### src/rtl/mux3_rr_arbiter_if.sv
// Bundle of the 3-requester arbiter bus: request/data inputs, grant and select
// feedback, and the valid/ready output stage.
// Ports: req[3], din0..din2[DATA_W], gnt[3], sel[2], out_valid, out_ready, dout[DATA_W].
// master = requesters plus downstream consumer; slave = the arbiter.
interface mux3_rr_arbiter_if #(
    parameter int DATA_W = 8
);
    logic [2:0]        req;
    logic [DATA_W-1:0] din0;
    logic [DATA_W-1:0] din1;
    logic [DATA_W-1:0] din2;
    logic [2:0]        gnt;
    logic [1:0]        sel;
    logic              out_valid;
    logic              out_ready;
    logic [DATA_W-1:0] dout;

    modport master (
        output req, din0, din1, din2, out_ready,
        input  gnt, sel, out_valid, dout
    );

    modport slave (
        input  req, din0, din1, din2, out_ready,
        output gnt, sel, out_valid, dout
    );
endinterface

### src/rtl/mux3_rr_arbiter.sv
// Purpose: round-robin 3:1 arbiter/mux capturing one word into a registered output stage.
// Latency: req seen in IDLE at edge N gives out_valid at cycle N+1; one word per 2 cycles max.
// Backpressure: held word, sel and dout stay frozen while out_ready=0, for any length.
// Ports: clk, rst_n (synchronous, active-low), bus (mux3_rr_arbiter_if.slave),
//        lock (only when MUX3_ARB_LOCK_EN is defined: keeps the round-robin pointer
//        on the completing requester so it wins again next time).
module mux3_rr_arbiter #(
    parameter int DATA_W = 8
) (
    input  logic             clk,
    input  logic             rst_n,
`ifdef MUX3_ARB_LOCK_EN
    input  logic             lock,
`endif
    mux3_rr_arbiter_if.slave bus
);

    typedef enum logic {
        IDLE = 1'b0,
        BUSY = 1'b1
    } state_t;

    state_t            state;
    logic [1:0]        ptr;
    logic [1:0]        sel_q;
    logic [2:0]        gnt_q;
    logic              vld_q;
    logic [DATA_W-1:0] dout_q;

    logic              hold_ptr;
    logic [1:0]        cand1;
    logic [1:0]        cand2;
    logic              win_vld;
    logic [1:0]        win_idx;
    logic [DATA_W-1:0] win_dat;

`ifdef MUX3_ARB_LOCK_EN
    assign hold_ptr = lock;
`else
    assign hold_ptr = 1'b0;
`endif

    // Modulo-3 increment; the pointer and select never take the value 3.
    function automatic logic [1:0] inc3(input logic [1:0] x);
        return (x == 2'd2) ? 2'd0 : x + 2'd1;
    endfunction

    // Round-robin search in order ptr, ptr+1, ptr+2.
    always_comb begin
        cand1   = inc3(ptr);
        cand2   = inc3(cand1);
        win_vld = |bus.req;
        win_idx = ptr;
        if (bus.req[ptr]) begin
            win_idx = ptr;
        end else if (bus.req[cand1]) begin
            win_idx = cand1;
        end else begin
            win_idx = cand2;
        end
    end

    always_comb begin
        case (win_idx)
            2'd0:    win_dat = bus.din0;
            2'd1:    win_dat = bus.din1;
            default: win_dat = bus.din2;
        endcase
    end

    always_ff @(posedge clk) begin
        if (!rst_n) begin
            state  <= IDLE;
            ptr    <= 2'd0;
            sel_q  <= 2'd0;
            gnt_q  <= 3'b000;
            vld_q  <= 1'b0;
            dout_q <= '0;
        end else begin
            // gnt is a one-cycle pulse: cleared everywhere except the capture edge.
            gnt_q <= 3'b000;
            case (state)
                IDLE: begin
                    if (win_vld) begin
                        sel_q  <= win_idx;
                        dout_q <= win_dat;
                        vld_q  <= 1'b1;
                        gnt_q  <= 3'b001 << win_idx;
                        state  <= BUSY;
                    end
                end
                BUSY: begin
                    // sel_q still names the requester being served.
                    if (bus.out_ready) begin
                        vld_q <= 1'b0;
                        ptr   <= hold_ptr ? sel_q : inc3(sel_q);
                        state <= IDLE;
                    end
                end
                default: state <= IDLE;
            endcase
        end
    end

    assign bus.gnt       = gnt_q;
    assign bus.sel       = sel_q;
    assign bus.out_valid = vld_q;
    assign bus.dout      = dout_q;

endmodule

### src/flat_wrapper.sv
// flat-port wrapper written by rule: the top's interface ports become plain ports
module mux3_rr_arbiter_flat 
#(
    parameter int DATA_W = 8
)
  (clk, rst_n, bus_req, bus_din0, bus_din1, bus_din2, bus_out_ready, bus_gnt, bus_sel, bus_out_valid, bus_dout);
  mux3_rr_arbiter_if #(.DATA_W(DATA_W)) bus_i ();
  input  logic clk;
  input  logic rst_n;
  input wire logic [$bits(bus_i.req)-1:0] bus_req;
  input wire logic [$bits(bus_i.din0)-1:0] bus_din0;
  input wire logic [$bits(bus_i.din1)-1:0] bus_din1;
  input wire logic [$bits(bus_i.din2)-1:0] bus_din2;
  input wire logic [$bits(bus_i.out_ready)-1:0] bus_out_ready;
  output wire logic [$bits(bus_i.gnt)-1:0] bus_gnt;
  output wire logic [$bits(bus_i.sel)-1:0] bus_sel;
  output wire logic [$bits(bus_i.out_valid)-1:0] bus_out_valid;
  output wire logic [$bits(bus_i.dout)-1:0] bus_dout;
  assign bus_i.req = bus_req;
  assign bus_i.din0 = bus_din0;
  assign bus_i.din1 = bus_din1;
  assign bus_i.din2 = bus_din2;
  assign bus_i.out_ready = bus_out_ready;
  assign bus_gnt = bus_i.gnt;
  assign bus_sel = bus_i.sel;
  assign bus_out_valid = bus_i.out_valid;
  assign bus_dout = bus_i.dout;
  mux3_rr_arbiter #(.DATA_W(DATA_W)) u_core (.clk(clk), .rst_n(rst_n), .bus(bus_i));
endmodule
### config.mk
export PLATFORM = sky130hd
export DESIGN_NAME = mux3_rr_arbiter_flat
export DESIGN_NICKNAME = d
export VERILOG_FILES = /design/src/rtl/mux3_rr_arbiter_if.sv /design/src/rtl/mux3_rr_arbiter.sv /design/src/flat_wrapper.sv
export SDC_FILE = /design/constraint.sdc
export NUM_CORES = 1
export LEC_CHECK = 0
export CORE_AREA = 2 2 52 54
export DETAILED_ROUTE_END_ITERATION = 10
export DIE_AREA = 0 0 54 56
export PLACE_DENSITY_LB_ADDON = 0.08
export SYNTH_ARGS = -nofsm -noshare
export SYNTH_HDL_FRONTEND = slang
export SYNTH_SLANG_ARGS = --single-unit
export TNS_END_PERCENT = 10
### constraint.sdc
create_clock -name clk -period 1.6 [get_ports clk]
set_input_delay 0.32 -clock clk [delete_from_list [all_inputs] [get_ports clk]]
set_output_delay 0.32 -clock clk [all_outputs]
set_load 0.05 [all_outputs]
# Word-level counts from Yosys, hierarchy flattened
# Cells that the tools add are included.
[totals]
regBits = 17
ramBits = 0
in_bits = 30
word_cells = 43
out_inout_bits = 14
n_memories = 0
latch_bits = 0
mem_bits_ro = 0
[classes]
n_mux = 16
n_mul = 0
addsub = 3
bitwise_logic = 3
div = 0
n_eq_ne = 6
magnitude_cmp = 2
n_shift = 1
reduce_logical = 6
[ops]
columns = ["cell", "n"]
rows = [
  ["8-bit one-hot mux with 2 select lines", 1],
  ["2-bit 2-to-1 mux", 5],
  ["2-bit by 1-bit adder with 2-bit output, second input constant", 3],
  ["2-bit == test, second input constant", 3],
  ["2-bit by 3-bit less-than comparator with 1-bit output, second input constant", 2],
  ["1-bit 2-to-1 mux", 6],
  ["2-bit AND reduction", 3],
  ["3-bit OR reduction", 2],
  ["1-bit binary-select mux with 2-bit select", 2],
  ["1-bit one-hot mux with 2 select lines", 2],
  ["1-bit inverter", 3],
  ["1-bit by 2-bit << shifter with 3-bit output, first input constant", 1],
  ["2-bit by 1-bit == test with 1-bit output, second input constant", 1],
  ["2-bit logical NOT", 1],
  ["2-bit by 1-bit inequality test with 1-bit output, second input constant", 1],
  ["2-bit inequality test, second input constant", 1],
]

# Depth between registers and ports, before layout
# Gate-level depths: netlist of the first run.
[depth]
ltp_word = 8
depth_mapped = 6

# Least setup slack after synthesis of the first run
# OpenSTA, ideal clock, no wires.
[synth_path]
path_kind = "input-to-reg"
from = "in bus_req[0]"
to = "reg u_core.dout_q[2] (netlist: u_core.bus.dout[2])"
setup_ns = 0.126
t_required_ns = 1.474
setup_slack_ns = 0.168
path_stages = 5
path_buffers = 1
t_arrival_ns = 1.306
cell_sequence = "nor2b_2 > o41ai_4 > buf_6 > a2111o_1 > o211ai_2"
[synth_between]
elab_chain_len = 6
[synth_lines]
columns = ["element", "line", "text"]
rows = [
  ["start: declaration", "flat_wrapper.sv:10", "input wire logic [$bits(bus_i.req)-1:0] bus_req;"],
  ["1-bit binary-select mux with 2-bit select", "mux3_rr_arbiter.sv:56", "end else if (bus.req[cand1]) begin"],
  ["1-bit 2-to-1 mux (implied by the code)", "mux3_rr_arbiter.sv:56", ""],
  ["2-bit 2-to-1 mux", "mux3_rr_arbiter.sv:56", ""],
  ["2-bit 2-to-1 mux", "mux3_rr_arbiter.sv:54", "if (bus.req[ptr]) begin"],
  ["2-bit by 1-bit == test with 1-bit output / 2-bit logical NOT (equally long branches)", "mux3_rr_arbiter.sv:64", "case (win_idx)"],
  ["8-bit one-hot mux with 2 select lines", "mux3_rr_arbiter.sv:64", ""],
  ["end signal: assignment", "mux3_rr_arbiter.sv:86", "dout_q <= win_dat;"],
  ["end: declaration", "mux3_rr_arbiter.sv:28", "logic [DATA_W-1:0] dout_q;"],
]
# Several ways; a longest one is shown, not always the timed one. The select of a mux whose other input is x is not followed.
# A chain may end at the register's enable or synchronous reset.

# Worst setup path after layout of the first run
[layout_path]
from = "in bus_req[0]"
to = "reg u_core.dout_q[3] (netlist: u_core.bus.dout[3])"
# Same word-level chain as after synthesis.

==> flow_summary.json, run 1 <==
{
  "outcome": "complete, no violations",
  "timing.final.crit_period_ns": 1.52,
  "most_common_library_cells_after_synthesis": "sky130_fd_sc_hd__dfxtp_1 (17), sky130_fd_sc_hd__nand2_1 (14), sky130_fd_sc_hd__nand3_1 (9)",
  "synth_edf_count": 0,
  "die-width_um": 54,
  "period_share_pct": 95.3,
  "routedWlPerCell_um": 14.4,
  "critical_path.reg2reg.endpoint": "u_core.bus.dout[3]",
  "crit-reg2reg-launch": "u_core.ptr[0]",
  "clock_tree_from_tritoncts": "yes",
  "cts_buffers": 3,
  "netlist_top_cells_area": "sky130_fd_sc_hd__dfxtp_1 (36%), sky130_fd_sc_hd__o211ai_2 (11%), sky130_fd_sc_hd__a2111o_1 (9.5%)",
  "timing_worst_slew_pin_value_ns": 0.297,
  "detailedRoute.firstPassIterationCount": 4,
  "yosysSeqAreaShare_pct": 35.7,
  "place.detailed.hpwl_um": 1970,
  "worstHoldPathCells": 2,
  "post_synth_inst_count": 100,
  "rows": 18,
  "fp.coreArea_mm2": 0.00243,
  "critPathCaptureType": "flip-flop",
  "pin_count": 44,
  "gp_congestion": 0.736,
  "sequential_cell_area_in_the_final_layout_um2": 340,
  "yosysWarnings": 0,
  "cap_viol_max_count": 0,
  "synthesis.nets": 130,
  "slack_of_the_worst_reg_to_reg_path_ns": 0.12,
  "first_global_vias": 999,
  "routed_wl_um": 2600,
  "fin_total_pwr_uw": 1170,
  "clock_insertion_delay_worst_skew_ns": 0.29,
  "grt_overflow": 0,
  "fmaxAchievable_mhz": 656,
  "synth_ff_type": "sky130_fd_sc_hd__dfxtp_1",
  "timing_worst_setup_path_type": "input pin to flip-flop",
  "syn_to_final_growth_pct": 59.8,
  "setup_repair_after_global_routing_missed_its_margin": "false",
  "setup.worst_path.start_class": "input pin",
  "timing.final.max_slew_violations": 0,
  "clock_path_buffers": 2,
  "synthesis.area_per_instance_um2": 9.52,
  "grt_antenna_before_repair": 0,
  "htree_levels": 1,
  "post-synth-top-count-cell": "sky130_fd_sc_hd__dfxtp_1",
  "hold_end": "u_core.state",
  "finClkSkew_ns": 0.00260,
  "detail_routed_via_count_per_cell": 5.48,
  "initial_core_util_pct": 39.1,
  "routed-via-count": 991,
  "clk_pin_slew_worst_paths_ns": 0.09,
  "synth_seq_cells": 17,
  "final_antenna_net_count": 0,
  "post_route_cells_drive_above_1_share_pct": 28.5,
  "drtIter0Drc": 12,
  "final_net_count": 182,
  "final-instance-count-excl-fill": 181,
  "multi_input_comb_area_um2": 549,
  "synth_top_cell_by_area": "sky130_fd_sc_hd__dfxtp_1",
  "synth_top_area_share_pct": 35.7,
  "asyncSetResetFlopFracSynth_pct": 0,
  "timing.critical_path.fanout_max": 7,
  "numPortBuffers": 43,
  "timing.reg2reg.worst_path_depth": 5,
  "timing.setup.tns_ns": 0,
  "post-route-drc-count": 0,
  "final_hold_viol_count": 0,
  "p_leak_uw": 0.000633,
  "num_antenna_cells": 0,
  "fp.dieH_um": 56,
  "worst_ep_required_time_ns": 1.83,
  "design.die.area_mm2": 0.00302,
  "max-slew-margin-rel_pct": 80.1,
  "worst_ir_drop_vdd_v": 0.000405,
  "min_delay_worst_type": "flip-flop to flip-flop",
  "final_setup_violation_count": 0,
  "grtUsageTotal_pct": 19.1,
  "placed_cells_incl_taps": 177,
  "clock_tree.root_cell": "sky130_fd_sc_hd__clkbuf_4",
  "layout.filler_cells": 233,
  "min-delay-start": "u_core.state",
  "grt_max_degree": 23,
  "synth_cell_types": 27,
  "crit_start": "bus_req[0]",
  "power-per-cell-area_mw_per_mm2": 770,
  "clkSinkCount": 17,
  "syn_area_um2": 952,
  "global_route_wire_length_before_repair_um": 4290,
  "critPathArrivalTime_ns": 1.75
}
-- cell families after synthesis --
logic type             share of synthesized area (%)
AO/OA/AOI/OAI                                   35.3
flip-flops                                      35.7
buffers and inverters                           7.10
AND/OR/NAND/NOR                                 21.8
-- through the flow --
| stage | area (um^2) | worst slack [ns] | utilization [%] | hold WS, ns |
|---|---|---|---|---|
| after global placement | 1480 | -0.276 | 60.9 | 0.461 |
| after detailed placement | 1480 | -0.299 | 60.9 | 0.480 |
| after CTS | 1510 | 0.0173 | 62.0 | 0.494 |
| final | 1520 | 0.0754 | 62.6 | 0.486 |
| after floorplan | 952 | 0.168 | - | 0.445 |
| after global routing | 1520 | 0.0310 | 62.6 | 0.515 |
-- registers in the layout, summed over array words and instances (netlist names) --
signal and count:
u_core.bus.dout 8, u_core.bus.gnt 3, u_core.bus.sel 2, u_core.ptr 2, u_core.bus.out_valid 1, u_core.state 1
-- where the power goes --
| group | internal (uW) | switching (uW) |
|---|---|---|
| logic | 208 | 243 |
| registers | 460 | 26.4 |
| clock network | 97.1 | 136 |
-- worst max-delay path by stage --
stage / depth (start not counted) / endpoint
floorplan: 5 / u_core.bus.dout[2]
CTS: 6 / u_core.bus.dout[2]
global placement: 6 / u_core.bus.dout[4]
finish: 6 / u_core.bus.dout[3]
detailed placement: 6 / u_core.bus.dout[0]
global route: 6 / u_core.bus.dout[7]
-- what timing repair did --
action                     in CTS  in global routing
gates resized for setup         0                  4
buffers inserted                0                  0
hold buffers                    0                  0
setup endpoints to repair       0                  9
-- cell type report --
cell class	instances	share of cell area, %
Clock buffer	4	1.73
Inverter	1	0.247
Multi-Input combinational cell	73	36.1
Sequential cell	17	22.4
Tap cell	30	2.47
Timing Repair Buffer	56	37.1
-- cells in the final DEF, fill, tap and decap left out, drive strengths merged, types with 2 or more instances in the layout --
cell type,count
clkbuf,4
nand2,14
clkdlybuf4s50,27
o211ai,8
nor3,2
a21oi,3
a2111o,8
nor2,7
nor2b,4
dfxtp,17
nor3b,2
dlymetal6s2s,2
buf,27
a32oi,8
nand3,9
-- routing by layer --
layer  global-route usage (%)  wire (um)  up-vias
met5                        0          0        -
met1                     22.0       1120      466
li1                         -          -      487
met2                     33.1       1270       34
met3                     4.03        165        4
met4                     7.50         47        0
-- critical path, stage by stage --
cell                              delay (ns)
sky130_fd_sc_hd__clkdlybuf4s50_1        0.48
sky130_fd_sc_hd__nor2b_4                0.20
sky130_fd_sc_hd__o41ai_4                0.10
sky130_fd_sc_hd__buf_4                  0.17
sky130_fd_sc_hd__a2111o_1               0.39
sky130_fd_sc_hd__o211ai_2               0.08
No activity file was read; power rests on OpenSTA's default activity.
==> run 2, diff against run 1 <==
--- a/config.mk
+++ b/config.mk
@@ -5,9 +5,9 @@
 export SDC_FILE = /design/constraint.sdc
 export NUM_CORES = 1
 export LEC_CHECK = 0
-export CORE_AREA = 2 2 52 54
+export CORE_AREA = 2 2 60 48
 export DETAILED_ROUTE_END_ITERATION = 10
-export DIE_AREA = 0 0 54 56
+export DIE_AREA = 0 0 62 50
 export PLACE_DENSITY_LB_ADDON = 0.08
 export SYNTH_ARGS = -nofsm -noshare
 export SYNTH_HDL_FRONTEND = slang
==> run 2 against run 1 <==
- utilization fell by 0.95 points
- power barely moved
- setup slack got worse by 0.012 ns
- highest routed layer unchanged
- largest power group unchanged
- clock power fell by 2%
- final cell count rose by 3.3%
- final area rose by 1.3%
- first-iteration DRC count rose to 6.0 times the previous value
- sequential cell count did not move
==> flow_summary.json, run 2 (same netlist as run 1, synthesis figures left out) <==
{
  "fp.coreArea_mm2": 0.00250,
  "routed-via-count": 960,
  "finClkSkew_ns": 0.00434,
  "min-delay-start": "bus_req[2]",
  "cap_viol_max_count": 0,
  "critical_path.top_delay_family": "buffers and inverters",
  "clkSinkCount": 17,
  "clock_tree.root_cell": "sky130_fd_sc_hd__clkbuf_4",
  "post-route-drc-count": 0,
  "detail_routed_via_count_per_cell": 5.13,
  "final_setup_violation_count": 0,
  "fp.dieH_um": 50,
  "numPortBuffers": 43,
  "setup.worst_path.start_class": "input pin",
  "layout_commonest_cell": "sky130_fd_sc_hd__clkdlybuf4s50_1",
  "fmaxAchievable_mhz": 651,
  "internal_power_uw": 770,
  "cts_buffers": 3,
  "routedWlPerCell_um": 13.7,
  "clock_tree_from_tritoncts": "yes",
  "clk_pin_slew_worst_paths_ns": 0.10,
  "clkPwrFrac_pct": 19.6,
  "final_hold_viol_count": 0,
  "power_switching_uw": 402,
  "timing.critical_path.cells": "clkdlybuf4s50_1, buf_4, nor3_2, or2_1, buf_4, a2111o_1, o211ai_2",
  "worst_ep_required_time_ns": 1.82,
  "crit-reg2reg-launch": "u_core.ptr[0]",
  "clock_path_buffers": 2,
  "timing.final.crit_period_ns": 1.54,
  "setup_repair_after_global_routing_missed_its_margin": "false",
  "period_share_pct": 96.0,
  "post_route_cells_drive_above_1_share_pct": 28.5,
  "power.combinational.fraction_pct": 38.8,
  "global_route_wire_length_before_repair_um": 4170,
  "grtUsageTotal_pct": 17.7,
  "cts.repair_timing.setup_buffer_count": 0,
  "drtIter0Drc": 72,
  "min_delay_worst_type": "input pin to flip-flop",
  "placed_cells_incl_taps": 183,
  "critPathArrivalTime_ns": 1.75,
  "timing.reg2reg.worst_path_depth": 5,
  "timing.critical_path.buf_inv": 3,
  "final_antenna_net_count": 0,
  "routed_wl_um": 2550,
  "initial_core_util_pct": 38.0,
  "sequentialPowerShare_pct": 41.6,
  "most-common-layout-cells": "sky130_fd_sc_hd__clkdlybuf4s50_1 (27), sky130_fd_sc_hd__buf_4 (20), sky130_fd_sc_hd__dfxtp_1 (17)",
  "first_global_vias": 917,
  "p_leak_uw": 0.000635,
  "rows": 16,
  "outcome": "complete, no violations",
  "place.detailed.hpwl_um": 1930,
  "timing.critical_path.slowest_cell_delay_ns": 0.48,
  "worstHoldPathCells": 3,
  "switching_share_pct": 34.3,
  "timing.critical_path.fanout_max": 6,
  "design.die.area_mm2": 0.00310,
  "slack_of_the_worst_reg_to_reg_path_ns": 0.12,
  "timing.final.max_slew_violations": 0,
  "pin_count": 44,
  "grt_antenna_before_repair": 0,
  "critical_path.reg2reg.endpoint": "u_core.bus.dout[6]",
  "grt_overflow": 0,
  "clock_insertion_delay_worst_skew_ns": 0.28,
  "gp_congestion": 0.759,
  "finalHoldWorstSlack_ns": 0.418,
  "largest_register_ffs": 8,
  "critical-path-slowest-cell": "sky130_fd_sc_hd__clkdlybuf4s50_1",
  "syn_to_final_growth_pct": 61.9,
  "die-width_um": 62,
  "grt_max_degree": 21,
  "final-instance-count-excl-fill": 187,
  "num_antenna_cells": 0,
  "timing_worst_setup_path_type": "input pin to flip-flop",
  "detailedRoute.firstPassIterationCount": 4,
  "power-per-cell-area_mw_per_mm2": 760,
  "worst_ir_drop_vdd_v": 0.000469,
  "critPathCaptureType": "flip-flop",
  "htree_levels": 1,
  "hold_end": "u_core.state",
  "final_net_count": 182,
  "max-slew-margin-rel_pct": 79.7,
  "timing_worst_slew_pin_value_ns": 0.303,
  "path_common_cell": "sky130_fd_sc_hd__buf_4"
}
[run 2: cell counts in the layout (fill, tap and decap cells not counted)]
No cell type changed its count.
[run 2: final cells by class]
class	instances	area, um^2
clock buffers	4	26.3
multi-input cells	73	549
inverters	1	3.75
well taps	36	45.0
flip-flops and latches	17	340
fillers	225	961
repair buffers	56	577
[run 2: through the flow]
step           utilization, %  worst slack [ns]  TNS (ns)  power (uW)  instance area (um^2)
2_1_floorplan               -             0.168         0         748                   952
3_3_place_gp             60.0            -0.251     -2.16         944                  1500
3_5_place_dp             60.0            -0.275     -2.41         950                  1500
4_1_cts                  61.1            0.0317         0        1180                  1530
5_1_grt                  61.6           0.00318         0        1230                  1540
6_report                 61.6            0.0637         0        1170                  1540
[run 2: worst max path at each step]
| stage | startpoint | endpoint | slack (ns) | cells past startpoint |
|---|---|---|---|---|
| final | bus_req[0] | u_core.bus.dout[1] | 0.06 | 7 |
| after detailed placement | bus_req[0] | u_core.bus.dout[4] | -0.27 | 6 |
| after global placement | bus_req[0] | u_core.bus.dout[5] | -0.25 | 6 |
| after floorplan | bus_req[0] | u_core.bus.dout[2] | 0.17 | 5 |
| after CTS | bus_req[0] | u_core.bus.dout[6] | 0.03 | 6 |
| after global routing | bus_req[0] | u_core.bus.dout[6] | 0.003 | 7 |
[run 2: what timing repair did]
| item | in CTS | in global routing |
|---|---|---|
| hold buffers | 0 | 0 |
| gates resized for setup | 0 | 4 |
| endpoints found under the setup margin | 0 | 8 |
[run 2: power by group through the flow]
stage               Clock [uW]  Sequential (uW)  Combinational [uW]
floorplan                    0              603                 145
global placement             0              495                 448
detailed placement           0              496                 453
CTS                        243              487                 454
global route               255              492                 485
finish                     229              488                 455
[run 2: layer usage]
layer / up-vias / GRT usage [%] / wire, um
li1: 491 / - / -
met1: 439 / 25.0 / 1280
met2: 28 / 27.4 / 1120
met5: - / 0 / 0
met3: 2 / 4.20 / 136
met4: 0 / 3.19 / 15
[run 2: worst reg2reg max path: cells and delay by family, from the launching register on]
family	cells	cell delay [ns]
buf+inv	1	0.16
simple gates	1	0.20
flops	1	0.46
compound gates	3	0.59
==> run 3, diff against run 2 <==
--- a/config.mk
+++ b/config.mk
@@ -5,9 +5,10 @@
 export SDC_FILE = /design/constraint.sdc
 export NUM_CORES = 1
 export LEC_CHECK = 0
-export CORE_AREA = 2 2 60 48
+export CORE_AREA = 2 2 43 45
 export DETAILED_ROUTE_END_ITERATION = 10
-export DIE_AREA = 0 0 62 50
+export DIE_AREA = 0 0 45 47
+export DONT_BUFFER_PORTS = 1
 export PLACE_DENSITY_LB_ADDON = 0.08
 export SYNTH_ARGS = -nofsm -noshare
 export SYNTH_HDL_FRONTEND = slang
==> run 3 against run 2 <==
- non-clock buffer count shrank 47
- first-iteration DRC count shrank 83%
- final cell count shrank 35%
- fmax grew 8.4%
- highest routed layer unchanged
- clock skew shrank 0.0035 ns
- critical path depth shrank 2
==> flow_summary.json, run 3 (same netlist as run 1, synthesis figures left out) <==
{
  "ctsHoldBuffers": 0,
  "setup_repair_after_global_routing_missed_its_margin": "false",
  "gp_congestion": 0.755,
  "timing.critical_path.slowest_cell_delay_ns": 0.41,
  "timing.critical_path.fanout_max": 9,
  "detail_routed_via_count_per_cell": 6.64,
  "grtUsageTotal_pct": 21.9,
  "worst_ir_drop_vdd_v": 0.000674,
  "outcome": "complete, no violations",
  "met2_routed_length_um": 985,
  "place.detailed.hpwl_um": 1480,
  "fmaxAchievable_mhz": 705,
  "clock_tree.root_cell": "sky130_fd_sc_hd__clkbuf_4",
  "critPathCaptureType": "flip-flop",
  "routedWlPerCell_um": 16.9,
  "maxUsedRoutingLayer": "met4",
  "timing.critical_path.buf_inv": 1,
  "power_switching_uw": 366,
  "final_setup_violation_count": 0,
  "fin_util_pct": 60.8,
  "largest_register_ffs": 8,
  "layout.filler_cells": 157,
  "detail_route.wirelength.met1_um": 873,
  "post-route-drc-count": 0,
  "setup.worst_path.start_class": "flip-flop",
  "finalHoldWorstSlack_ns": 0.157,
  "internal_power_uw": 636,
  "numPortBuffers": 0,
  "rows": 15,
  "clock_tree_from_tritoncts": "yes",
  "most-common-layout-cells": "sky130_fd_sc_hd__dfxtp_1 (17), sky130_fd_sc_hd__nand2_1 (14), sky130_fd_sc_hd__nand3_1 (9), sky130_fd_sc_hd__buf_4 (9)",
  "fp.dieH_um": 47,
  "critical_path.top_delay_family": "compound AO/OA/AOI/OAI gates",
  "design.die.area_mm2": 0.00212,
  "cap_viol_max_count": 0,
  "clkSinkCount": 17,
  "timing_worst_slew_pin_value_ns": 0.527,
  "grt_max_degree": 23,
  "clkPwrFrac_pct": 23.3,
  "critical-path-slowest-cell": "sky130_fd_sc_hd__dfxtp_1",
  "grt_overflow": 0,
  "clk_pin_slew_worst_paths_ns": 0.10,
  "drtIter0Drc": 12,
  "syn_to_final_growth_pct": 5.39,
  "routed_wl_um": 2050,
  "timing.critical_path.cells": "nand3b_1, o41ai_4, buf_4, a2111o_1, o211ai_2",
  "final_hold_viol_count": 0,
  "clock_insertion_delay_worst_skew_ns": 0.29,
  "timing.setup.tns_ns": 0,
  "power-per-cell-area_mw_per_mm2": 998,
  "die-width_um": 45,
  "fin_total_pwr_uw": 1000,
  "first_global_vias": 726,
  "sequentialPowerShare_pct": 58.5,
  "min_delay_worst_type": "input pin to flip-flop",
  "cts_buffers": 3,
  "clock_path_buffers": 2,
  "timing.final.max_slew_violations": 0,
  "detailedRoute.firstPassIterationCount": 4,
  "num_antenna_cells": 0,
  "period_share_pct": 88.6,
  "switching_share_pct": 36.5,
  "worst_ep_required_time_ns": 1.83,
  "p_leak_uw": 0.000382,
  "critPathArrivalTime_ns": 1.65,
  "dr_wl_met3_um": 153,
  "routed-via-count": 804,
  "cts.repair_timing.setup_buffer_count": 0,
  "cts_repair_resize_count": 0,
  "timing.final.crit_period_ns": 1.42,
  "htree_levels": 1,
  "finClkSkew_ns": 0.000861,
  "final_net_count": 135,
  "initial_core_util_pct": 57.7,
  "global_route_wire_length_before_repair_um": 3280,
  "max-slew-margin-rel_pct": 64.8,
  "grt_antenna_before_repair": 0,
  "power.combinational.fraction_pct": 18.2,
  "timing_worst_setup_path_type": "flip-flop to flip-flop",
  "pin_count": 44,
  "layout_commonest_cell": "sky130_fd_sc_hd__dfxtp_1",
  "fp.coreArea_mm2": 0.00165,
  "final_antenna_net_count": 0,
  "post_route_cells_drive_above_1_share_pct": 24.0
}
run 3: cell types whose count changed in the layout (fill, tap and decap cells not counted):
cell	change
sky130_fd_sc_hd__nor2b_4	-1
sky130_fd_sc_hd__clkdlybuf4s50_1	-27
sky130_fd_sc_hd__nor2b_2	+1
sky130_fd_sc_hd__buf_4	-11
sky130_fd_sc_hd__buf_12	-6
sky130_fd_sc_hd__dlymetal6s2s_1	-2
sky130_fd_sc_hd__buf_6	-1
run 3: metal layers:
metal  GRT usage [%]  vias to the layer above
met3            6.92                        5
met2            34.6                       28
met5               0                        -
met4            10.6                        0
li1                -                      395
met1            27.2                      376
run 3: cell type report:
type / instances / area (um^2) / share of cell area (%)
tap: 17 / 21.3 / 2.12
sequential: 17 / 340 / 33.9
clock buffer: 4 / 26.3 / 2.62
timing repair buffer: 9 / 67.6 / 6.73
inverter: 1 / 3.75 / 0.374
multi-input combinational: 73 / 544 / 54.2
run 3: path summary, 6_finish.rpt:
| path | startpoint | endpoint | slack (ns) | cells after the start |
|---|---|---|---|---|
| max | u_core.ptr[0] | u_core.bus.dout[0] | 0.18 | 5 |
| min | rst_n | u_core.bus.sel[1] | 0.16 | 1 |
| max reg2reg | u_core.ptr[0] | u_core.bus.dout[0] | 0.18 | 5 |
| min reg2reg | u_core.state | u_core.state | 0.48 | 2 |
run 3: per-stage QoR:
step	area (um^2)	setup slack, ns	instances
global route	1000	0.0986	121
detailed placement	977	0.198	117
finish	1000	0.182	121
global placement	977	0.215	117
CTS	1000	0.175	121
floorplan	952	0.168	100
run 3: power groups by stage:
stage / logic [uW] / clock network (uW) / registers [uW]
2_1_floorplan: 145 / 0 / 603
3_3_place_gp: 179 / 0 / 595
3_5_place_dp: 184 / 0 / 595
4_1_cts: 184 / 237 / 586
5_1_grt: 201 / 255 / 591
6_report: 182 / 234 / 586
==> RTL change 1 (config.mk and constraints of run 3) <==
`DATA_W` is set to 8 in 3 places; all go to 10.
--- a/src/rtl/mux3_rr_arbiter_if.sv
+++ b/src/rtl/mux3_rr_arbiter_if.sv
@@ -3,7 +3,7 @@
 // Ports: req[3], din0..din2[DATA_W], gnt[3], sel[2], out_valid, out_ready, dout[DATA_W].
 // master = requesters plus downstream consumer; slave = the arbiter.
 interface mux3_rr_arbiter_if #(
-    parameter int DATA_W = 8
+    parameter int DATA_W = 10
 );
     logic [2:0]        req;
     logic [DATA_W-1:0] din0;
--- a/src/rtl/mux3_rr_arbiter.sv
+++ b/src/rtl/mux3_rr_arbiter.sv
@@ -5,7 +5,7 @@
 //        lock (only when MUX3_ARB_LOCK_EN is defined: keeps the round-robin pointer
 //        on the completing requester so it wins again next time).
 module mux3_rr_arbiter #(
-    parameter int DATA_W = 8
+    parameter int DATA_W = 10
 ) (
     input  logic             clk,
     input  logic             rst_n,
--- a/src/flat_wrapper.sv
+++ b/src/flat_wrapper.sv
@@ -1,7 +1,7 @@
 // flat-port wrapper written by rule: the top's interface ports become plain ports
 module mux3_rr_arbiter_flat 
 #(
-    parameter int DATA_W = 8
+    parameter int DATA_W = 10
 )
   (clk, rst_n, bus_req, bus_din0, bus_din1, bus_din2, bus_out_ready, bus_gnt, bus_sel, bus_out_valid, bus_dout);
   mux3_rr_arbiter_if #(.DATA_W(DATA_W)) bus_i ();
Ports: changed (resized bus_din0, bus_din1, bus_din2 and bus_dout); port bits go from 44 to 52. No check against the original RTL was run, so the function may have changed too.
==> RTL change 1 against run 3 <==
Cell count down 4.1%. Count of clock-buffer cells in the layout down 1. Global-route usage down 1.4 points. Setup slack worse by 0.069 ns. Synthesized cell count down 2.0%. Wire length down 1.4%. Sequential cell count up 2. Power up 8.9%. Via count down 6.7%. Synthesized area down 2.2%. Design area down 3.0%. Critical path type unchanged. Largest cell class unchanged. Largest power group unchanged.
==> RTL change 1: results (changes against run 3) <==
The run finished with clean final reports. Yosys attributes the largest share of cell area to dfxtp_1, a22oi_2, a31oi_1, o21ai_0, nand3_1. The routed length on met2 is 994 um (+0.91%). The cell type of the slowest stage on the worst timing path was nor4_2. The run gives 0.205 (-0.0141) as the total routing resource utilization after global routing. The average vias per placed instance works out to 6.47 (-2.7%). The first-pass GRT wire length was 3110 um (-5.1%). Broken down by cell family, the worst path's largest delay share belongs to simple AND/OR/NAND/NOR gates. Sorting the synthesized cells by how often they occur yields dfxtp_1, o21ai_0, a31oi_1, nand3_1, a22oi_2. The run gives -0.0795 ns (-0.277 ns) as the setup slack at placement. For the net count after synthesis, the log shows 134 (+3.1%). For the post-synthesis cell type count, the log shows 28 (+3.7%). The maximum fanout encountered on the critical timing path works out to 11 (+2).

The flip-flop count of the largest register, all copies and words added is 10 (+2). The arrival time at the worst endpoint is 1.72 ns (+0.07 ns), and the number of placed cells counting well taps is 112 (-4.3%). The tools report the violation count after the first detailed-routing iteration as 19 (+7). The run gives 5 (+1) as the number of search-and-repair iterations in the first detailed-routing pass. The worst-case hold slack was 0.140 ns (-0.0172 ns).

The shortest period the worst path allows is 1.49 ns (+0.0689 ns), and the number of non-filler instances in the completed layout is 116 (-4.1%). The fraction of the yosys area taken by sequential cells is 0.409 (+0.0512). The most critical setup path has its startpoint at u_core.ptr[1]$_SDFFE_PN0P_. The fraction of layout cells with a size suffix above 1 is 0.263 (+0.0222). The most critical setup path has its endpoint at u_core.bus.dout[8]$_SDFFE_PN0P_. The setup slack of the most critical reg-to-reg path is 0.11 ns (-0.07 ns), and the fraction of the mapped netlist area in compound gates is 0.317 (-0.0363). For the number of instances in the synthesized netlist, the log shows 98 (-2.0%). The transition time of the tightest slew-check pin was 0.520 ns (-0.00638 ns).
## RTL change 1: cell types whose count changed after synthesis, moves of 2 or more
cell and change:
a22oi_2 +9, nand2_1 -8, dfxtp_1 +2, a32oi_1 -8, o21ai_0 +11, o211ai_2 -8
a2111o_1 -8, a31oi_1 +10, clkbuf_1 -2, nor2_1 -2
## RTL change 1: layout make-up
cell class                      count  area [sq um]
Tap cell                           17          21.3
Fill cell                         162           678
Timing Repair Buffer                4          30.0
Clock buffer                        3          22.5
Sequential cell                    19           383
Multi-Input combinational cell     71           508
Inverter                            1          3.75
Clock inverter                      1          5.00
## RTL change 1: report_power, final
group	internal (mW)	switching, mW
clock	0.0930	0.155
sequential	0.515	0.138
combinational	0.0772	0.113
total	0.686	0.406
## RTL change 1: kinds of logic (layout without fill, tap and decap cells)
group | Yosys count | count (layout)
buffers and inverters | 8 | 9
AOI/OAI and AO/OA | 39 | 39
DFF | 19 | 19
and+or+nand+nor | 32 | 32
==> RTL change 2 (settings of run 3) <==
Made on the original files. Make the reset (`rst_n`) asynchronous in one clocked block.
--- a/src/rtl/mux3_rr_arbiter.sv
+++ b/src/rtl/mux3_rr_arbiter.sv
@@ -68,7 +68,7 @@
         endcase
     end
 
-    always_ff @(posedge clk) begin
+    always_ff @(posedge clk or negedge rst_n) begin
         if (!rst_n) begin
             state  <= IDLE;
             ptr    <= 2'd0;
Check against the original RTL: differs if rst_n is asserted again (counterexample within 4 cycles, from zero or initial values and one cycle with rst_n low); with rst_n held inactive, the same outputs for 10 cycles.
==> RTL change 2 against run 3 <==
Die area unchanged. Design area down 17%. Via count down 31%. Sequential power up 79%. Setup slack worse by 0.041 ns. Clock power up 2%. Combinational power up 92%. Synthesized cell count down 29%. Wire length down 18%. Power up 64%. Sequential cell count unchanged. Synthesized area down 16%. Hold slack worse by 0.0028 ns.
==> RTL change 2: results (changes against run 3) <==
The fraction of the mapped netlist area in compound gates works out to 0.302 (-0.0513). The met1 global-route usage is 0.223 (-0.0490). The count of cells along the worst hold path came out at 2 (+1).

Placed cell area: 800 sq um (-18%). The transition time of the tightest slew-check pin works out to 0.760 ns (+0.233 ns). The run finished with clean final reports. The run gives 101 (-22%) as the net count after synthesis. The wire length per cell after detailed routing was 18.9 um (+11%); the violation count after the first detailed-routing iteration was 11 (-1). The routed length on met2 was 820 um (-17%); the total of hold buffers inserted after clock tree synthesis was 1 (+1). The post-route met1 wirelength is 658 um (-25%). The first-pass GRT wire length was 2590 um (-21%); the timing-limited maximum frequency was 0.685 GHz (-2.8%). The path depth of the worst reg2reg path works out to 4 (-1). The run gives 0.111 ns (-0.0865 ns) as the setup slack at placement. The fraction of met2 tracks used by global routing is 0.263 (-0.0829).

Worst-case hold slack: 0.155 ns (-0.00279 ns). The post-synthesis cell type count was 23 (-15%). The maximum clock skew at final layout came out at 0.00518 ns (+0.00431 ns).

The leakage component of the power is 0.361 nW (-5.4%). The worst flop-to-flop path startpoint is u_core.ptr[1]$_DFFE_PN0P_. Placer's final routability congestion estimate: 0.655 (-13%). Sorting the synthesized cells by area gives the leading types as dfrtp_1, a22oi_1, o21ai_1, nor2b_4, nand2b_1.

The fraction of the yosys area taken by sequential cells is 0.530 (+0.172). The wire length reported by the detailed router is 1680 um (-18%). The fraction of layout cells with a size suffix above 1 was 0.139 (-0.101). The capture endpoint of the worst hold path is u_core.bus.dout[4]$_DFFE_PN0P_.

For the arrival time at the worst endpoint, the log shows 1.69 ns (+0.04 ns).
-- RTL change 2: cell type report --
cell class / count / area, sq um / area share
well taps: 17 / 21.3 / 0.0254
multi-input cells: 48 / 345 / 0.413
repair buffers: 1 / 10.0 / 0.0120
inverters: 2 / 7.51 / 0.00897
flip-flops and latches: 17 / 425 / 0.508
clock inverters: 1 / 5.00 / 0.00598
clock buffers: 3 / 22.5 / 0.0269
-- RTL change 2: power by group through the flow --
stage / Combinational (mW) / Clock (mW) / Sequential [mW]
2_1_floorplan: 0.312 / 0 / 1.04
3_3_place_gp: 0.335 / 0 / 1.06
3_5_place_dp: 0.348 / 0 / 1.07
4_1_cts: 0.361 / 0.241 / 1.06
5_1_grt: 0.394 / 0.261 / 1.07
6_report: 0.349 / 0.238 / 1.05
-- RTL change 2: critical path: stages, from the launching register on --
cell and delay, ns:
dfrtp_1 0.43, nand2b_1 0.21, a211oi_4 0.45, a22oi_1 0.15, o21ai_1 0.14
